File: config.mk
export PLATFORM = sky130hd
export DESIGN_NAME = ifetch_queue
export DESIGN_NICKNAME = d
export VERILOG_FILES = /design/src/rtl/ifetch_queue.sv
export SDC_FILE = /design/constraint.sdc
export NUM_CORES = 1
export LEC_CHECK = 0
export CAP_MARGIN = 5
export CORE_MARGIN = 3
export CORE_UTILIZATION = 50
export CTS_CLUSTER_SIZE = 10
export DETAILED_ROUTE_END_ITERATION = 16
export GPL_TIMING_DRIVEN = 1
export PLACE_DENSITY = 0.82
export RECOVER_POWER = 25
export SLEW_MARGIN = 30
export SYNTH_ARGS = -nofsm -noshare
export SYNTH_HDL_FRONTEND = slang
export SYNTH_SLANG_ARGS = --single-unit
File: constraint.sdc
create_clock -name clk -period 3.5 [get_ports clk]
set_clock_uncertainty 0.05 [all_clocks]
set_input_delay 0.35 -clock clk [delete_from_list [all_inputs] [get_ports clk]]
set_output_delay 0.35 -clock clk [all_outputs]
set_load 0.02 [all_outputs]
File: src/rtl/ifetch_queue.sv
// Instruction-fetch front end: sequential PC generation, credit-limited requests,
// in-order response FIFO toward decode, and redirect flush with in-flight drop.
module ifetch_queue #(
  parameter int              XLEN     = 32,
  parameter logic [XLEN-1:0] RESET_PC = 32'h0000_0000,
  parameter int              DEPTH    = 4
) (
  input  logic            clk,
  input  logic            rst,
  output logic            imem_req_valid,
  input  logic            imem_req_ready,
  output logic [XLEN-1:0] imem_req_addr,
  input  logic            imem_rsp_valid,
  input  logic [31:0]     imem_rsp_data,
  input  logic            imem_rsp_err,
  input  logic            redirect_valid,
  input  logic [XLEN-1:0] redirect_pc,
  output logic            instr_valid,
  input  logic            instr_ready,
  output logic [31:0]     instruction,
  output logic [XLEN-1:0] instr_pc,
  output logic            instr_fault
);

  localparam int AW = $clog2(DEPTH);
  localparam int CW = AW + 1;

  typedef struct packed {
    logic [31:0]     data;
    logic [XLEN-1:0] pc;
    logic            fault;
  } entry_t;

  entry_t          r_mem [DEPTH];
  logic [AW-1:0]   r_rd_ptr;
  logic [AW-1:0]   r_wr_ptr;
  logic [CW-1:0]   r_count;
  logic [CW-1:0]   r_inflight;
  logic [CW-1:0]   r_drop;
  logic [XLEN-1:0] r_fetch_pc;
  logic [XLEN-1:0] r_resp_pc;
  logic            r_halted;

  logic            w_credit_ok;
  logic            w_req_fire;
  logic            w_drop_rsp;
  logic            w_push;
  logic            w_pop;
  logic [CW-1:0]   w_inflight_next;
  logic [CW-1:0]   w_count_next;
  logic [XLEN-1:0] w_redirect_aligned;
  entry_t          w_push_entry;
  entry_t          w_head;
  logic            w_unused_bits;

  // Outstanding requests count against FIFO space so a returning response always has a slot.
  assign w_credit_ok    = ({1'b0, r_count} + {1'b0, r_inflight}) < (CW+1)'(DEPTH);
  assign imem_req_valid = rst && !redirect_valid && !r_halted && w_credit_ok;
  assign imem_req_addr  = r_fetch_pc;

  assign w_req_fire         = imem_req_valid && imem_req_ready;
  assign w_drop_rsp         = imem_rsp_valid && (r_drop != '0);
  assign w_push             = imem_rsp_valid && (r_drop == '0) && !redirect_valid;
  assign w_pop              = instr_valid && instr_ready && !redirect_valid;
  assign w_inflight_next    = r_inflight + CW'(w_req_fire) - CW'(imem_rsp_valid);
  assign w_count_next       = r_count + CW'(w_push) - CW'(w_pop);
  assign w_redirect_aligned = {redirect_pc[XLEN-1:2], 2'b00};
  assign w_unused_bits      = &{1'b0, redirect_pc[1:0]};

  assign w_push_entry.data  = imem_rsp_err ? 32'h0000_0013 : imem_rsp_data;
  assign w_push_entry.pc    = r_resp_pc;
  assign w_push_entry.fault = imem_rsp_err;

  assign w_head      = r_mem[r_rd_ptr];
  assign instr_valid = (r_count != '0);
  assign instruction = instr_valid ? w_head.data  : 32'h0000_0000;
  assign instr_pc    = instr_valid ? w_head.pc    : '0;
  assign instr_fault = instr_valid ? w_head.fault : 1'b0;

  // Control state: PCs, credits, drop counter, halt flag and FIFO pointers.
  always_ff @(posedge clk or negedge rst) begin
    if (!rst) begin
      r_fetch_pc <= RESET_PC;
      r_resp_pc  <= RESET_PC;
      r_inflight <= '0;
      r_drop     <= '0;
      r_halted   <= 1'b0;
      r_rd_ptr   <= '0;
      r_wr_ptr   <= '0;
      r_count    <= '0;
    end else if (redirect_valid) begin
      // Flush beats pop; everything still outstanding after this cycle is stale.
      r_fetch_pc <= w_redirect_aligned;
      r_resp_pc  <= w_redirect_aligned;
      r_inflight <= w_inflight_next;
      r_drop     <= w_inflight_next;
      r_halted   <= 1'b0;
      r_rd_ptr   <= '0;
      r_wr_ptr   <= '0;
      r_count    <= '0;
    end else begin
      r_inflight <= w_inflight_next;
      r_count    <= w_count_next;
      if (w_req_fire) begin
        r_fetch_pc <= r_fetch_pc + XLEN'(4);
      end
      if (w_drop_rsp) begin
        r_drop <= r_drop - CW'(1);
      end
      if (w_push) begin
        r_wr_ptr  <= r_wr_ptr + AW'(1);
        r_resp_pc <= r_resp_pc + XLEN'(4);
        if (imem_rsp_err) begin
          r_halted <= 1'b1;
        end
      end
      if (w_pop) begin
        r_rd_ptr <= r_rd_ptr + AW'(1);
      end
    end
  end

  // FIFO storage.
  always_ff @(posedge clk or negedge rst) begin
    if (!rst) begin
      for (int i = 0; i < DEPTH; i++) begin
        r_mem[i] <= '0;
      end
    end else if (w_push) begin
      r_mem[r_wr_ptr] <= w_push_entry;
    end
  end

endmodule

==> qor_table.md, run 1 <==
| Parameter | Value | Unit |
|---|---|---|
| Placed cell areas | 17500 | µm² |
| Critical path buffers and inverters | 2 | - |
| Wire per inst | 19.5 | µm |
| Fill cells | 2303 | - |
| Antenna-violating nets left | 0 | - |
| Cell Pwr Density | 660 | nW/µm² |
| Effective utilization at floorplan | 0.514 | - |
| DPL Wire Length | 23.3 | mm |
| Failing checks | capacitance limit, slew limit | - |
| Final hold violation count | 0 | - |
| Max Root-Sink Buffers | 3 | - |
| Count of final setup violators | 0 | - |
| Area share of the leading cell type in the synthesized netlist | 0.530 | - |
| Nets | 1531 | - |
| Critical path's largest stage delay | 0.66 | ns |
| Period minus WS final | 3.21 | ns |
| Worst path slowest cell | sky130_fd_sc_hd__or3_2 | - |
| Routed via count divided by cell count | 5.83 | - |
| Overall die area | 32900 | µm² |
| Count of unique library cells instantiated by Yosys | 47 | - |
| Yosys Warn Count | 0 | - |
| Number of I/O pins | 170 | - |
| Fin worst setup slack | 0.293 | ns |
| Crit-path max FO | 49 | - |
| GRT Residual Overflow | 0 | - |
| CTS root buf | sky130_fd_sc_hd__clkbuf_16 | - |
| Top post-synthesis cells by area | sky130_fd_sc_hd__dfrtp_1 (53%), sky130_fd_sc_hd__mux2_2 (10%), sky130_fd_sc_hd__mux4_2 (9.2%), sky130_fd_sc_hd__o21ai_0 (5.3%), sky130_fd_sc_hd__nand2_1 (4.5%) | - |
| Setup Slack @ Placement | 0.637 | ns |
| Data required time of the worst path | 3.10 | ns |
| Htree depth | 2 | - |
| Sequential element share of the synthesized area | 0.530 | - |
| Ant diodes | 0 | - |
| Portion of the clock cycle consumed by the worst path in the final layout | 0.916 | - |
| Total of buffers placed on input and output ports | 163 | - |
| First drt pass iteration count | 5 | - |
| Flip-flop and latch count after synthesis | 326 | - |
| Number of remaining DRC errors | 0 | - |
| Worst Tran Pin Value | 1.54 | ns |
| Category of the most critical setup path | reg2out | - |
| Via count of the first global-routing pass | 11200 | - |
| Layout Area Growth over Synthesis | 20.1 | % |
| Static leakage | 8.08 | nW |
| Number of DRC markers in iteration 0 | 804 | - |
| Proportion of register bits with asynchronous set or reset after synthesis | 1.00 | - |
| Aggregate routed wire length | 35.9 | mm |
| Critical path startpoint category | flop | - |
| Total negative setup slack | 0 | ns |
| Count of mapped cells out of synthesis | 1299 | - |
| Design Power | 12.2 | mW |
| Clock-pin slew reported for the worst setup and hold paths after clock tree synthesis | 0.05 | ns |
| Worst min-delay path category | in2reg | - |
| Result of the run | finished, violations left | - |
| Row Count | 63 | - |
| Area leader, netlist | sky130_fd_sc_hd__dfrtp_1 | - |
| Count of flip-flops with a built-in enable after synthesis | 0 | - |
| Share of layout cells above drive strength 1 | 0.204 | - |
| Average cell area after synthesis | 11.8 | µm² |
| Cell area after synthesis | 15400 | µm² |
| Worst-case vdd ir drop | 333 | µV |
| CTS buffer count | 38 | - |
| Leading cell types in the layout, fill and taps excluded | sky130_fd_sc_hd__dfrtp_1 (324), sky130_fd_sc_hd__nand2_1 (181), sky130_fd_sc_hd__o21ai_0 (162), sky130_fd_sc_hd__clkdlybuf4s50_1 (142), sky130_fd_sc_hd__mux2_2 (140) | - |
| Die Height | 181 | µm |
| Most common cell after layout, fill and taps aside | sky130_fd_sc_hd__dfrtp_1 | - |
| Antenna violations before repair | 1 | - |
| Worst relative slew slack | -0.0235 | - |
| Final Max Slew Viols | 61 | - |
| Pin count of the biggest net entering global routing | 80 | - |
| Worst setup EP type | primary output | - |
| Worst skew pair latency | 0.52 | ns |
| TritonCTS clock tree | yes | - |
| Area of the core | 30000 | µm² |
| Post-layout instance area | 18500 | µm² |
| Number of maximum-capacitance violations | 1 | - |
| Via count of the routed design | 10700 | - |
| Clock net sink count | 326 | - |
| Fmax achieved | 312 | MHz |
| Die boundary width | 181 | µm |
| Post-placement cell count | 1793 | - |
| Critical path, cell by cell | or3_2 -> buf_4 -> and2_1 -> clkdlybuf4s50_1 | - |
| Global-route wire length before repair | 59.2 | mm |
| Post-route non-filler standard cell count | 1838 | - |
| Dominant synthesized flop cell | sky130_fd_sc_hd__dfrtp_1 | - |
| Reg-to-reg setup timing slack | 0.71 | ns |
| Kind of cell adding the most delay to the critical path | buffers and inverters | - |
| Tot GR Track Use | 0.220 | - |
| Global placer's final weighted congestion | 0.878 | - |
| Arrival @ worst endpoint | 2.81 | ns |
| RSZ-0062 raised after global routing | false | - |
==> path summary, 6_finish.rpt <==
path | start | endpoint | cells past startpoint
worst max-delay path | r_count[1]$_DFF_PN0_ | instr_pc[31] | 4
worst min-delay path | redirect_pc[20] | r_resp_pc[20]$_DFFE_PN0P_ | 3
worst max register to register | r_count[2]$_DFF_PN0_ | r_drop[2]$_DFFE_PN0P_ | 12
worst min register to register | r_mem[231]$_DFFE_PN0P_ | r_mem[231]$_DFFE_PN0P_ | 2
max in group asynchronous | rst | r_rd_ptr[0]$_DFFE_PN0P_ | 4
min in group asynchronous | rst | r_mem[231]$_DFFE_PN0P_ | 3
==> sequential cells by signal, summed over array words and instances (netlist names) <==
name	flops
r_inflight	3
r_halted	1
r_resp_pc	30
r_wr_ptr	2
r_rd_ptr	2
r_mem	252
r_drop	3
r_count	3
imem_req_addr	30
==> worst register-to-register path, stage by stage, from the launching register on <==
cell and delay [ns]:
sky130_fd_sc_hd__dfrtp_1 0.41, sky130_fd_sc_hd__ha_1 0.22, sky130_fd_sc_hd__nor4b_2 0.25, sky130_fd_sc_hd__and4_1 0.30
sky130_fd_sc_hd__inv_2 0.06, sky130_fd_sc_hd__ha_1 0.27, sky130_fd_sc_hd__inv_1 0.04, sky130_fd_sc_hd__ha_1 0.18
sky130_fd_sc_hd__fa_1 0.38, sky130_fd_sc_hd__xnor2_1 0.15, sky130_fd_sc_hd__xnor2_1 0.14, sky130_fd_sc_hd__nand2_1 0.07
sky130_fd_sc_hd__o21ai_0 0.11
==> synth_stat cells, types with 2 or more instances <==
| library cell | instances |
|---|---|
| sky130_fd_sc_hd__and2_1 | 65 |
| sky130_fd_sc_hd__nand3_2 | 3 |
| sky130_fd_sc_hd__or3_1 | 8 |
| sky130_fd_sc_hd__mux4_2 | 63 |
| sky130_fd_sc_hd__ha_1 | 14 |
| sky130_fd_sc_hd__and3_1 | 9 |
| sky130_fd_sc_hd__dfrtp_1 | 326 |
| sky130_fd_sc_hd__clkbuf_1 | 62 |
| sky130_fd_sc_hd__a21oi_1 | 6 |
| sky130_fd_sc_hd__nor2_1 | 25 |
| sky130_fd_sc_hd__mux2_2 | 140 |
| sky130_fd_sc_hd__nand2_1 | 185 |
| sky130_fd_sc_hd__inv_1 | 16 |
| sky130_fd_sc_hd__fa_1 | 2 |
| sky130_fd_sc_hd__nand4_1 | 18 |
| sky130_fd_sc_hd__buf_2 | 10 |
| sky130_fd_sc_hd__a41oi_1 | 2 |
| sky130_fd_sc_hd__nor3_1 | 6 |
| sky130_fd_sc_hd__nor4_4 | 6 |
| sky130_fd_sc_hd__buf_4 | 4 |
| sky130_fd_sc_hd__buf_6 | 2 |
| sky130_fd_sc_hd__o21ai_0 | 162 |
| sky130_fd_sc_hd__o211ai_1 | 8 |
| sky130_fd_sc_hd__nand2b_1 | 31 |
| sky130_fd_sc_hd__nand3_1 | 32 |
| sky130_fd_sc_hd__and4_1 | 3 |
| sky130_fd_sc_hd__xnor2_1 | 21 |
| sky130_fd_sc_hd__buf_1 | 13 |
| sky130_fd_sc_hd__o311ai_0 | 8 |
| sky130_fd_sc_hd__a31oi_1 | 8 |
| sky130_fd_sc_hd__xor2_1 | 25 |
==> final cells by class <==
class                   count  area, µm²  share of cell area
clock buffers              40        958              0.0519
well taps                 390        488              0.0264
repair buffers            193       1940               0.105
inverters                  17       63.8             0.00345
multi-input cells         868       6830               0.369
clock inverters             4       38.8             0.00210
flip-flops and latches    326       8160               0.442
==> logic make-up (layout without fill, tap and decap cells) <==
group / count (synthesis) / after routing / synth area share
simple gates: 401 / 401 / 0.136
flops: 326 / 326 / 0.530
mux: 203 / 203 / 0.195
compound gates: 198 / 198 / 0.0695
buf+inv: 108 / 254 / 0.0291
xor+xnor: 46 / 46 / 0.0262
fa+ha+maj: 16 / 16 / 0.0140
other cells: 1 / 4 / 0.000244
==> stage by stage <==
stage | utilization | hold slack [ns]
after floorplan | - | 0.00441
after global placement | 0.584 | 0.406
after detailed placement | 0.584 | 0.417
after CTS | 0.618 | 0.351
after global routing | 0.617 | 0.433
final | 0.617 | 0.392
==> repair_timing <==
item,4_1_cts,5_1_grt
hold endpoints to repair,67,0
buffers inserted,0,0
hold buffers,1,0
gates resized for setup,0,0
==> power by group <==
part,switching [mW],internal (mW),total (mW)
Sequential,0.529,4.51,5.04
Combinational,1.83,1.97,3.80
Clock,1.42,1.93,3.36
Total,3.78,8.41,12.2
==> layer usage <==
| layer | global-route usage | vias up | wire (µm) |
|---|---|---|---|
| met5 | 0 | - | 7 |
| met4 | 0.0506 | 2 | 665 |
| met3 | 0.0415 | 64 | 2390 |
| met2 | 0.359 | 387 | 17500 |
| met1 | 0.309 | 5430 | 15300 |
| li1 | - | 4836 | - |
Note: power is estimated with default switching activity, not from simulation.
==> inputs of run 2 (changes only) <==
- CORE_UTILIZATION: 50 -> 35
- PLACE_DENSITY: 0.82 -> 0.64
==> qor_table.md, run 2 (synthesis gave the netlist of run 1 again) <==
| Parameter | Value | Unit | Change |
|---|---|---|---|
| Result of the run | finished clean | - |  |
| Hold path endpoint | r_rd_ptr[1]$_DFFE_PN0P_ | - |  |
| FF/Latch Area | 8170 | µm² | about the same |
| Critical path's largest stage delay | 0.66 | ns | about the same |
| Max reg flops | 252 | - | unchanged |
| Worst relative slew slack | 0.0336 | - | +0.0571 |
| Row Count | 76 | - | +21% |
| Worst skew pair latency | 0.54 | ns | +0.02 ns |
| Critical path, cell by cell | or3_2 -> buf_4 -> and2_1 -> clkdlybuf4s50_1 | - |  |
| Placed cell areas | 17700 | µm² | +1.4% |
| Via count of the first global-routing pass | 10900 | - | -3.2% |
| Antenna violations before repair | 2 | - | +1 |
| Launch instance of the worst min-delay path | redirect_valid | - |  |
| CTS buffer count | 40 | - | +5.3% |
| Fmax achieved | 309 | MHz | -0.94% |
| Number of buffers inserted for hold repair after clock tree synthesis | 1 | - | unchanged |
| Nets | 1533 | - | +0.13% |
| Crit-path max FO | 51 | - | +4.1% |
| Clock net sink count | 326 | - | unchanged |
| Portion of the clock cycle consumed by the worst path in the final layout | 0.925 | - | +0.00866 |
| Design Power | 12.5 | mW | +2.9% |
| Wire per inst | 18.6 | µm | -4.5% |
| Worst Tran Pin Value | 1.45 | ns | -0.0856 ns |
| Global placer's final weighted congestion | 0.787 | - | -10% |
| Die Height | 216 | µm | +19% |
| Post-layout instance area | 18800 | µm² | +2.0% |
| Total negative setup slack | 0 | ns | unchanged |
| Critical path buffers and inverters | 2 | - | unchanged |
| Register containing the most flip-flops in the final layout | r_mem | - |  |
| Number of remaining DRC errors | 0 | - | unchanged |
| Ant diodes | 0 | - | unchanged |
| CTS root buf | sky130_fd_sc_hd__clkbuf_16 | - |  |
| Share of layout cells above drive strength 1 | 0.208 | - | +0.00380 |
| Finished Core Util | 0.436 | - | -0.181 |
| Max Root-Sink Buffers | 3 | - | unchanged |
| Global-route wire length before repair | 61.7 | mm | +4.2% |
| First drt pass iteration count | 4 | - | -1 |
| Clock-pin slew reported for the worst setup and hold paths after clock tree synthesis | 0.05 | ns | about the same |
| Post-placement cell count | 1988 | - | +11% |
| Count of final setup violators | 0 | - | unchanged |
| Pin count of the biggest net entering global routing | 126 | - | +57% |
| Post-route non-filler standard cell count | 2045 | - | +11% |
| Arrival @ worst endpoint | 2.84 | ns | +0.03 ns |
| Final Max Slew Viols | 0 | - | -100% |
| Worst path slowest cell | sky130_fd_sc_hd__or3_2 | - |  |
| Cell Pwr Density | 666 | nW/µm² | +0.93% |
| Overall die area | 46500 | µm² | +41% |
| Routed via count divided by cell count | 5.10 | - | -13% |
| R2R Path Start | r_count[2]$_DFF_PN0_ | - |  |
| Number of DRC markers in iteration 0 | 651 | - | -19% |
| Multi-input gate area | 6810 | µm² | -0.18% |
| Period minus WS final | 3.24 | ns | +0.0303 ns |
| Die boundary width | 216 | µm | +19% |
| DPL Wire Length | 24.9 | mm | +7.0% |
| Category of the most critical setup path | reg2out | - |  |
| Static leakage | 8.13 | nW | +0.52% |
| Number of maximum-capacitance violations | 0 | - | -1 |
| Reg-to-reg setup timing slack | 0.61 | ns | -0.10 ns |
| Worst setup EP type | primary output | - |  |
| Number of cells on the worst reg-to-reg path | 7 | - | -5 |
| Data required time of the worst path | 3.10 | ns | about the same |
| Layout Area Growth over Synthesis | 22.4 | % |  |
| Reg2reg end | imem_req_addr[19]$_DFFE_PN0N_ | - |  |
| Post-CTS Resized | 0 | - | unchanged |
| Aggregate routed wire length | 38.1 | mm | +6.2% |
| Total of buffers placed on input and output ports | 163 | - | unchanged |
| Number of setup buffers added after CTS | 0 | - | unchanged |
| Via count of the routed design | 10400 | - | -2.8% |
| Number of I/O pins | 170 | - | unchanged |
| RSZ-0062 raised after global routing | false | - |  |
| Antenna-violating nets left | 0 | - | unchanged |
| Htree depth | 2 | - | unchanged |
| Leading cell types in the layout, fill and taps excluded | sky130_fd_sc_hd__dfrtp_1 (324), sky130_fd_sc_hd__nand2_1 (181), sky130_fd_sc_hd__o21ai_0 (162), sky130_fd_sc_hd__clkdlybuf4s50_1 (157), sky130_fd_sc_hd__mux2_2 (140) | - |  |
| Fill cells | 4063 | - | +76% |
| Most common cell after layout, fill and taps aside | sky130_fd_sc_hd__dfrtp_1 | - |  |
| Kind of cell adding the most delay to the critical path | buffers and inverters | - |  |
| Critical path startpoint category | flop | - |  |
| GRT Residual Overflow | 0 | - | unchanged |
| Cell depth of the worst min-delay path | 3 | - | unchanged |
| Tot GR Track Use | 0.167 | - | -0.0530 |
| Area of the core | 43300 | µm² | +44% |
| TritonCTS clock tree | yes | - |  |
| Worst min-delay path category | in2reg | - |  |
| Final hold violation count | 0 | - | unchanged |
| Worst-case vdd ir drop | 350 | µV | +5.1% |
| Effective utilization at floorplan | 0.356 | - | -0.158 |
==> run 2: changes by cell type in the layout (fill, tap and decap cells not counted), moves of 2 or more <==
cell,before,now
sky130_fd_sc_hd__buf_6,2,0
sky130_fd_sc_hd__clkdlybuf4s50_1,142,157
sky130_fd_sc_hd__clkinv_2,1,4
sky130_fd_sc_hd__clkbuf_16,38,41
sky130_fd_sc_hd__dlygate4sd3_1,20,4
sky130_fd_sc_hd__buf_4,14,18
sky130_fd_sc_hd__clkbuf_2,3,1
sky130_fd_sc_hd__buf_2,0,2
sky130_fd_sc_hd__clkbuf_1,6,10
==> run 2: worst max path at each step <==
| stage | from | to | cells past startpoint | slack, ns |
|---|---|---|---|---|
| 2_1_floorplan | r_count[2]$_DFF_PN0_ | r_drop[2]$_DFFE_PN0P_ | 15 | 0.62 |
| 3_3_place_gp | r_count[1]$_DFF_PN0_ | instr_pc[2] | 4 | 0.77 |
| 3_5_place_dp | r_rd_ptr[0]$_DFFE_PN0P_ | instr_pc[7] | 4 | 0.77 |
| 4_1_cts | r_count[1]$_DFF_PN0_ | instr_pc[2] | 4 | 0.16 |
| 5_1_grt | rst | r_mem[128]$_DFFE_PN0P_ | 4 | 0.07 |
| 6_report | r_count[1]$_DFF_PN0_ | instr_pc[15] | 4 | 0.26 |
==> run 2: layout make-up <==
class	instances	area share
clock buffer	49	0.0560
clock inverter	7	0.00359
inverter	17	0.00339
multi-input combinational	868	0.362
sequential	326	0.433
tap	585	0.0388
timing repair buffer	193	0.103
==> run 2: metrics by stage <==
| step | setup WS (ns) | hold slack [ns] |
|---|---|---|
| 3_3_place_gp | 0.768 | 0.407 |
| 5_1_grt | 0.0650 | 0.297 |
| 6_report | 0.263 | 0.301 |
| 3_5_place_dp | 0.770 | 0.416 |
| 4_1_cts | 0.157 | 0.259 |
| 2_1_floorplan | 0.620 | 0.00441 |
==> run 2: routing by layer <==
metal | routed length [µm] | vias up | track usage
met3 | 1840 | 56 | 0.0377
met2 | 17800 | 233 | 0.264
met1 | 17800 | 5276 | 0.233
met4 | 697 | 4 | 0.0414
met5 | 23 | - | 0
li1 | - | 4852 | -
==> run 2: power breakdown <==
group          switching, mW  internal [mW]  leakage [nW]
Combinational           1.82           1.97          3.26
Clock                   1.51           2.18         0.554
Sequential             0.557           4.51          4.31
Total                   3.89           8.66          8.13
==> run 2: tightest hold or removal path, cell delays in order <==
cell and delay (ns):
sky130_fd_sc_hd__buf_2 0.16, sky130_fd_sc_hd__buf_4 0.23, sky130_fd_sc_hd__nor2_1 0.11
